===== config.mk =====
export PLATFORM = sky130hd
export DESIGN_NAME = pipe_stage_elastic
export DESIGN_NICKNAME = d
export VERILOG_FILES = /design/src/rtl/pipe_stage_elastic.sv
export SDC_FILE = /design/constraint.sdc
export NUM_CORES = 1
export LEC_CHECK = 0
export ABC_AREA = 1
export BUFFER_PORTS_ARGS = -buffer_cell sky130_fd_sc_hd__clkbuf_2
export CORE_AREA = 4 4 88 90
export DETAILED_ROUTE_END_ITERATION = 16
export DIE_AREA = 0 0 92 94
export PLACE_DENSITY = 0.92
export SLEW_MARGIN = 20
export SYNTH_ARGS = -nofsm -noshare
export SYNTH_HDL_FRONTEND = slang
export SYNTH_SLANG_ARGS = --single-unit

===== constraint.sdc =====
create_clock -name clk -period 2.2 [get_ports clk]
set_input_delay 0.22 -clock clk [delete_from_list [all_inputs] [get_ports clk]]
set_output_delay 0.22 -clock clk [all_outputs]
set_load 0.03 [all_outputs]

===== src/rtl/pipe_stage_elastic.sv =====
// Elastic ready/valid pipeline stage with 2-entry skid buffer, flush and bubble masking.
// Optional perf counters (stall_cnt, bubble_cnt) enabled by defining PIPE_STAGE_PERF_EN.
module pipe_stage_elastic #(
    parameter int DATA_WIDTH = 32,
    parameter int CTRL_WIDTH = 8,
    parameter logic [DATA_WIDTH-1:0] RESET_DATA = '0
`ifdef PIPE_STAGE_PERF_EN
    ,
    parameter int CNT_WIDTH = 32
`endif
) (
    input  logic                  clk,
    input  logic                  rst,
    input  logic                  flush,
    input  logic                  in_valid,
    output logic                  in_ready,
    input  logic [CTRL_WIDTH-1:0] in_ctrl,
    input  logic [DATA_WIDTH-1:0] in_data,
    output logic                  out_valid,
    input  logic                  out_ready,
    output logic [CTRL_WIDTH-1:0] out_ctrl,
    output logic [DATA_WIDTH-1:0] out_data
`ifdef PIPE_STAGE_PERF_EN
    ,
    output logic [CNT_WIDTH-1:0]  stall_cnt,
    output logic [CNT_WIDTH-1:0]  bubble_cnt
`endif
);

    typedef enum logic [1:0] {
        EMPTY = 2'd0,
        ONE   = 2'd1,
        TWO   = 2'd2
    } state_e;

    state_e state;
    state_e state_nx;

    logic in_ready_q;
    logic out_valid_q;
    logic in_fire;
    logic out_fire;

    logic or_load_in;
    logic or_load_sr;
    logic sr_load_in;
    logic clr_ctrl;

    logic [CTRL_WIDTH-1:0] or_ctrl;
    logic [DATA_WIDTH-1:0] or_data;
    logic [CTRL_WIDTH-1:0] sr_ctrl;
    logic [DATA_WIDTH-1:0] sr_data;

    // Handshake flags are kept as flops so in_ready never sees out_ready combinationally.
    always_ff @(posedge clk) begin
        if (rst) begin
            state       <= EMPTY;
            in_ready_q  <= 1'b1;
            out_valid_q <= 1'b0;
        end else begin
            state       <= state_nx;
            in_ready_q  <= (state_nx != TWO);
            out_valid_q <= (state_nx != EMPTY);
        end
    end

    always_comb begin
        state_nx   = state;
        or_load_in = 1'b0;
        or_load_sr = 1'b0;
        sr_load_in = 1'b0;
        clr_ctrl   = 1'b0;
        if (flush) begin
            state_nx = EMPTY;
            clr_ctrl = 1'b1;
        end else begin
            unique case (state)
                EMPTY: begin
                    if (in_fire) begin
                        state_nx   = ONE;
                        or_load_in = 1'b1;
                    end
                end
                ONE: begin
                    unique case (1'b1)
                        (in_fire && out_fire): begin
                            or_load_in = 1'b1;
                        end
                        (in_fire && !out_fire): begin
                            state_nx   = TWO;
                            sr_load_in = 1'b1;
                        end
                        (!in_fire && out_fire): begin
                            state_nx = EMPTY;
                        end
                        default: begin
                            state_nx = ONE;
                        end
                    endcase
                end
                TWO: begin
                    if (out_fire) begin
                        state_nx   = ONE;
                        or_load_sr = 1'b1;
                    end
                end
                default: begin
                    state_nx = EMPTY;
                end
            endcase
        end
    end

    always_comb begin
        in_ready  = in_ready_q;
        out_valid = out_valid_q;
        in_fire   = in_valid & in_ready_q;
        out_fire  = out_valid_q & out_ready;
        out_ctrl  = or_ctrl & {CTRL_WIDTH{out_valid_q}};
        out_data  = or_data;
    end

    // Flush clears only the control fields; data is left as-is for the held output value.
    always_ff @(posedge clk) begin
        if (rst) begin
            or_ctrl <= '0;
            or_data <= RESET_DATA;
            sr_ctrl <= '0;
            sr_data <= RESET_DATA;
        end else begin
            if (clr_ctrl) begin
                or_ctrl <= '0;
                sr_ctrl <= '0;
            end
            if (or_load_in) begin
                or_ctrl <= in_ctrl;
                or_data <= in_data;
            end else if (or_load_sr) begin
                or_ctrl <= sr_ctrl;
                or_data <= sr_data;
            end
            if (sr_load_in) begin
                sr_ctrl <= in_ctrl;
                sr_data <= in_data;
            end
        end
    end

`ifdef PIPE_STAGE_PERF_EN
    localparam logic [CNT_WIDTH-1:0] CNT_ONE = CNT_WIDTH'(1);

    always_ff @(posedge clk) begin
        if (rst) begin
            stall_cnt  <= '0;
            bubble_cnt <= '0;
        end else begin
            if (out_valid_q && !out_ready && (stall_cnt != '1)) begin
                stall_cnt <= stall_cnt + CNT_ONE;
            end
            if (!out_valid_q && (bubble_cnt != '1)) begin
                bubble_cnt <= bubble_cnt + CNT_ONE;
            end
        end
    end
`endif

endmodule

==> results of run 1 <==
final cells by class:
type                       instances  area [um2]
clock buffer                      10         138
timing repair buffer              96         505
tap                               99         124
inverter                          61         229
clock inverter                     6        46.3
multi-input combinational        404        1830
fill                             621        2510
sequential                        84        1680
cells in the mapped netlist, drive strengths merged:
library cell    n
nor2          180
nand2         131
ha              1
buf            26
clkbuf         12
a21oi           8
dfxtp          84
nand4          49
o21ai          32
inv            61
nand3           3
cells by family (layout without fill, tap and decap cells):
logic type,after synthesis,after routing
fa+ha+maj,1,1
simple gates,363,363
flops,84,84
buf+inv,99,173
compound gates,40,40
layer usage:
metal	vias to the layer above	track usage [%]	wire, um
met1	1747	26.8	4060
li1	1956	-	-
met2	151	41.1	4780
met3	26	3.45	521
met4	0	13.2	248
met5	-	0	0
sequential cells by signal (all words and copies together) (netlist names):
signal / flops
out_valid: 1
sr_data: 32
state: 2
in_ready: 1
sr_ctrl: 8
or_ctrl: 8
out_data: 32
power groups by stage:
stage / sequential [uW] / combinational, uW / clock [uW]
3_3_place_gp: 1640 / 421 / 0
2_1_floorplan: 1700 / 249 / 0
6_report: 1610 / 435 / 1020
4_1_cts: 1610 / 434 / 1050
3_5_place_dp: 1640 / 430 / 0
5_1_grt: 1610 / 481 / 1110
metrics by stage:
step           hold slack (ns)  total power [uW]  setup WS (ns)  utilization (%)  cells
6_report                 0.100              3060          0.406             64.5    760
5_1_grt                 0.0998              3200          0.194             64.5    760
4_1_cts                 0.0869              3090          0.412             64.5    760
3_5_place_dp             0.459              2070          0.449             61.9    744
3_3_place_gp             0.449              2060          0.534             61.9    744
2_1_floorplan            0.355              1940          0.663                -    587
worst max-delay path by stage:
| stage | endpoint | slack, ns | cells after the start |
|---|---|---|---|
| global route | out_data[0]$_SDFFE_PP0P_ | 0.19 | 8 |
| floorplan | out_data[0]$_SDFFE_PP0P_ | 0.66 | 10 |
| detailed placement | out_data[9]$_SDFFE_PP0P_ | 0.45 | 8 |
| global placement | out_data[8]$_SDFFE_PP0P_ | 0.53 | 8 |
| finish | or_ctrl[1]$_SDFFE_PP0P_ | 0.41 | 8 |
| CTS | or_ctrl[1]$_SDFFE_PP0P_ | 0.41 | 8 |
worst max-delay path, cell delays in order (launching register included):
cell and delay [ns]:
dfxtp_1 0.44, nand2_8 0.09, nor2_4 0.10, nand2_2 0.16, inv_2 0.54, nand2_1 0.13
nand2_1 0.11, nor2_1 0.05, nor2_1 0.11
==> impl_metrics.tcl, run 1 <==
set metrics [dict create \
    status "complete, no violations" \
    skew_ns 0.0176 \
    nets 702 \
    hp-start "in_data[28]" \
    r2r_slack_ns 0.41 \
    synth_area_leaders "dfxtp_1 42%, nor2_1 14%, nand2_1 12%, nand4_1 7.7%, inv_1 5.3%" \
    internal_power_uw 2160 \
    initial_utilization_pct 56.2 \
    syn_nets 633 \
    final_cell_mix "146 x nor2_1, 126 x nand2_1, 86 x clkbuf_2" \
    antenna_found_initial 0 \
    p_leak_uw 0.00226 \
    hold_class "in2reg" \
    r2r_start "out_valid$_SDFF_PP0_" \
    regToRegEndpoint "or_ctrl[1]$_SDFFE_PP0P_" \
    cts_resized 0 \
    yosysTopAreaCell "dfxtp_1" \
    pwr-share-comb_pct 14.2 \
    setup_tns_ns 0 \
    ir_drop_mv 0.499 \
    num_io_pins 87 \
    cts_buffers 9 \
    crit_fanout 40 \
    synth_xor_xnor_area_share_pct 0 \
    syn_inst 587 \
    vias_per_cell 5.11 \
    yosys_warnings 0 \
    drtIter0Drc 296 \
    routedWlPerCell_um 12.6 \
    post-cts-setup-buffers 0 \
    synth_top_family_by_area "simple AND/OR/NAND/NOR gates" \
    worstSetupPathType "reg2reg" \
    gr-total-overflow 0 \
    fin_area_um2 4550 \
    holdBufCountCts 0 \
    synth_mux_area_share_pct 0 \
    worst_pin_slew_ns 0.669 \
    seqPwrFrac_pct 52.5 \
    synth_fa_ha_area_share_pct 0.315 \
    yosysSeqAreaShare_pct 42.4 \
    root_buffer "clkbuf_8" \
    gp_congestion 0.865 \
    vias 3880 \
    dpl.hpwl_um 6500 \
    antenna_cells 0 \
    grt_setup_unrepaired "false" \
    fp.dieArea_um2 8650 \
    place_area_um2 4370 \
    cts_tree "yes" \
    max_slew_margin_pct 55.3 \
    cp.arrival_ns 2.07 \
    netlist_area_um2 3970 \
    core_um2 7060 \
    grt_first_pass_wirelength_um 16400 \
    holdPathEnd "sr_data[28]$_SDFFE_PP0P_" \
    maxSlewViolCount 0 \
    cts_buffer_depth 2 \
    grt_max_degree 54 \
    first_pass_iters 5 \
    dieWidth_um 92 \
    ys_ff_latch 84 \
    finalSetupViolCount 0 \
    final_hold_viol_count 0 \
    power.switching_uw 898 \
    fin_crit_sh_pct 81.6 \
    yosys.area_share.simple_pct 40.6 \
    clk_pin_slew_ns 0.10 \
    grt_pass1_vias 3853 \
    fmax_ghz 0.557 \
    power_density_nw_per_um2 672 \
    port_buffers 86 \
    wl_um 9610 \
    clockPowerShare_pct 33.3 \
    htree_levels 3 \
    grt_use_total_pct 23.2 \
    hold_depth 3 \
    worstSetupStartpointType "flip-flop" \
    yosysUniqueCellTypes 22 \
    crit_required_ns 2.48 \
    synth_compound_gate_area_share_pct 5.05 \
    placementRows 31 \
    drive_gt1_share_pct 23.6 \
    cp-end-kind "flip-flop" \
    netSwitchingFraction_pct 29.3 \
    dieHeight_um 94 \
    crit_start "out_valid$_SDFF_PP0_" \
    syn_to_final_growth_pct 14.8 \
    rr_worst_depth 8 \
    avgSynthCellArea_um2 6.76 \
    cts_sinks 84 \
    fin_crit_ns 1.79 \
    drv_cap 0 \
    final_antenna_net_count 0 \
    layout_commonest_cell "nor2_1" \
    yosys.area.top_type_share_pct 42.4 \
    clk-insertion-delay-late_ns 0.36 \
    drc_errors 0 \
]
Power figures use the tool's default switching activity.
==> inputs of run 2 (changes only) <==
--- a/config.mk
+++ b/config.mk
@@ -7,10 +7,10 @@
 export LEC_CHECK = 0
 export ABC_AREA = 1
 export BUFFER_PORTS_ARGS = -buffer_cell sky130_fd_sc_hd__clkbuf_2
-export CORE_AREA = 4 4 88 90
+export CORE_AREA = 4 4 95 97
 export DETAILED_ROUTE_END_ITERATION = 16
-export DIE_AREA = 0 0 92 94
-export PLACE_DENSITY = 0.92
+export DIE_AREA = 0 0 99 101
+export PLACE_DENSITY = 0.84
 export SLEW_MARGIN = 20
 export SYNTH_ARGS = -nofsm -noshare
 export SYNTH_HDL_FRONTEND = slang
==> constraint.sdc (replaced) <==
create_clock -name clk -period 1.45 [get_ports clk]
set_input_delay 0.145 -clock clk [delete_from_list [all_inputs] [get_ports clk]]
set_output_delay 0.145 -clock clk [all_outputs]
set_load 0.03 [all_outputs]
==> impl_metrics.tcl, run 2 (synthesis results as in run 1) <==
set metrics [dict create \
    status "finished with violations" \
    failed_checks "setup timing" \
    crit_end "sr_data[10]$_SDFFE_PP0P_" \
    placementRows 33 \
    core_um2 8130 \
    gr-total-overflow 0 \
    root_buffer "clkbuf_8" \
    syn_to_final_growth_pct 26.4 \
    ir_drop_mv 0.416 \
    crit_start "in_ready$_SDFF_PP1_" \
    drv_cap 0 \
    cts_buffers 9 \
    clk-insertion-delay-late_ns 0.36 \
    drc_errors 0 \
    wl_um 10900 \
    grt_pass1_vias 3766 \
    max_slew_margin_pct 78.2 \
    stdcell_count 787 \
    slowest_stage "dfxtp_2" \
    worstSetupStartpointType "flip-flop" \
    drtIter0Drc 333 \
    fin_area_um2 5010 \
    antenna_cells 0 \
    dpl.hpwl_um 6840 \
    r2r_start "in_ready$_SDFF_PP1_" \
    vias 4109 \
    cpPeakStageDelay_ns 0.37 \
    cts_buffer_depth 2 \
    worstSetupPathType "reg2reg" \
    port_buffers 86 \
    clk_pin_slew_ns 0.09 \
    cts_sinks 84 \
    cp-end-kind "flip-flop" \
    crit_fanout 8 \
    cp.arrival_ns 1.87 \
    rr_worst_depth 10 \
    grt_first_pass_wirelength_um 16500 \
    power_density_nw_per_um2 978 \
    grt_max_degree 33 \
    crit_required_ns 1.75 \
    initial_utilization_pct 48.8 \
    layout_commonest_cell "nor2_1" \
    fmax_ghz 0.638 \
    first_pass_iters 5 \
    place_area_um2 4500 \
    hold_class "in2reg" \
    regToRegEndpoint "sr_data[10]$_SDFFE_PP0P_" \
    final_cell_mix "134 x nor2_1, 120 x nand2_1, 86 x clkbuf_2" \
    num_io_pins 87 \
    crit_chain "nand2_4, inv_4, ha_4, nand2_4, nor2_4, buf_12, buf_12, clkbuf_16, o21ai_0, nor2_1" \
    cts_tree "yes" \
    fin_crit_ns 1.57 \
    grt_use_total_pct 20.3 \
    htree_levels 3 \
    fin_crit_sh_pct 108 \
    finalSetupViolCount 35 \
    fillers 702 \
    setup_tns_ns -2.11 \
    nets 723 \
    drive_gt1_share_pct 30.1 \
    r2r_slack_ns -0.12 \
    post-place-cells 759 \
    multi_input_area_um2 1950 \
    antenna_found_initial 0 \
    skew_ns 0.0120 \
    worst_pin_slew_ns 0.327 \
    final_hold_viol_count 0 \
    maxSlewViolCount 0 \
    regArea_um2 1690 \
    dieHeight_um 101 \
    final_antenna_net_count 0 \
    vias_per_cell 5.22 \
    dieWidth_um 99 \
    p_leak_uw 0.00245 \
    fp.dieArea_um2 10000 \
    routedWlPerCell_um 13.9 \
    layout_setup_ws_ns -0.118 \
    gp_congestion 0.835 \
    grt_setup_unrepaired "true" \
    whs_ns 0.0175 \
]
[run 2: worst min path at each step]
stage | startpoint | cells after the start | slack (ns) | to
after global routing | in_ctrl[1] | 3 | 0.009 | sr_ctrl[1]$_SDFFE_PP0P_
after CTS | in_ctrl[1] | 3 | 0.009 | sr_ctrl[1]$_SDFFE_PP0P_
after detailed placement | in_data[10] | 3 | 0.40 | sr_data[10]$_SDFFE_PP0P_
final | in_ctrl[1] | 3 | 0.02 | sr_ctrl[1]$_SDFFE_PP0P_
after global placement | in_data[14] | 3 | 0.38 | sr_data[14]$_SDFFE_PP0P_
after floorplan | in_data[10] | 2 | 0.28 | sr_data[10]$_SDFFE_PP0P_
[run 2: layout make-up]
cell class | instances | area share (%)
clock buffers | 12 | 3.09
clock inverters | 4 | 0.948
inverters | 61 | 4.87
multi-input cells | 404 | 38.8
flip-flops and latches | 84 | 33.6
well taps | 105 | 2.62
repair buffers | 116 | 15.8
repair inverters | 1 | 0.225
[run 2: report_power, final]
| group | internal (uW) | switching [uW] |
|---|---|---|
| combinational | 259 | 488 |
| sequential | 2390 | 46.0 |
| clock | 885 | 838 |
| total | 3530 | 1370 |
[run 2: critical path, delay by kind of cell (launching register included)]
family	cells	cell delay, ns
buffers and inverters	4	0.49
AND/OR/NAND/NOR	4	0.42
flip-flops	1	0.37
adder cells (fa/ha/maj)	1	0.14
AO/OA/AOI/OAI	1	0.08
[run 2: through the flow]
| step | util, % | total power [uW] | setup WS, ns |
|---|---|---|---|
| finish | 61.7 | 4910 | -0.118 |
| global route | 61.7 | 5110 | -0.178 |
| CTS | 57.9 | 4870 | -0.000348 |
| detailed placement | 55.3 | 3170 | -0.135 |
| global placement | 55.3 | 3150 | -0.0122 |
| floorplan | - | 2950 | 0.0282 |
[run 2: layer usage]
layer | track usage (%) | routed length [um] | vias up
met4 | 11.8 | 384 | 0
met1 | 24.2 | 4440 | 1904
met3 | 4.22 | 707 | 34
met2 | 33.8 | 5370 | 173
li1 | - | - | 1998
met5 | 0 | 0 | -
[run 2: repair_timing]
action | 4_1_cts | 5_1_grt
setup buffers | 0 | 8
resized for setup | 3 | 50
hold buffers | 0 | 0
endpoints found under the hold margin | 0 | 0
gates cloned | 0 | 4
pin swaps | 0 | 13
setup endpoints to repair | 32 | 54
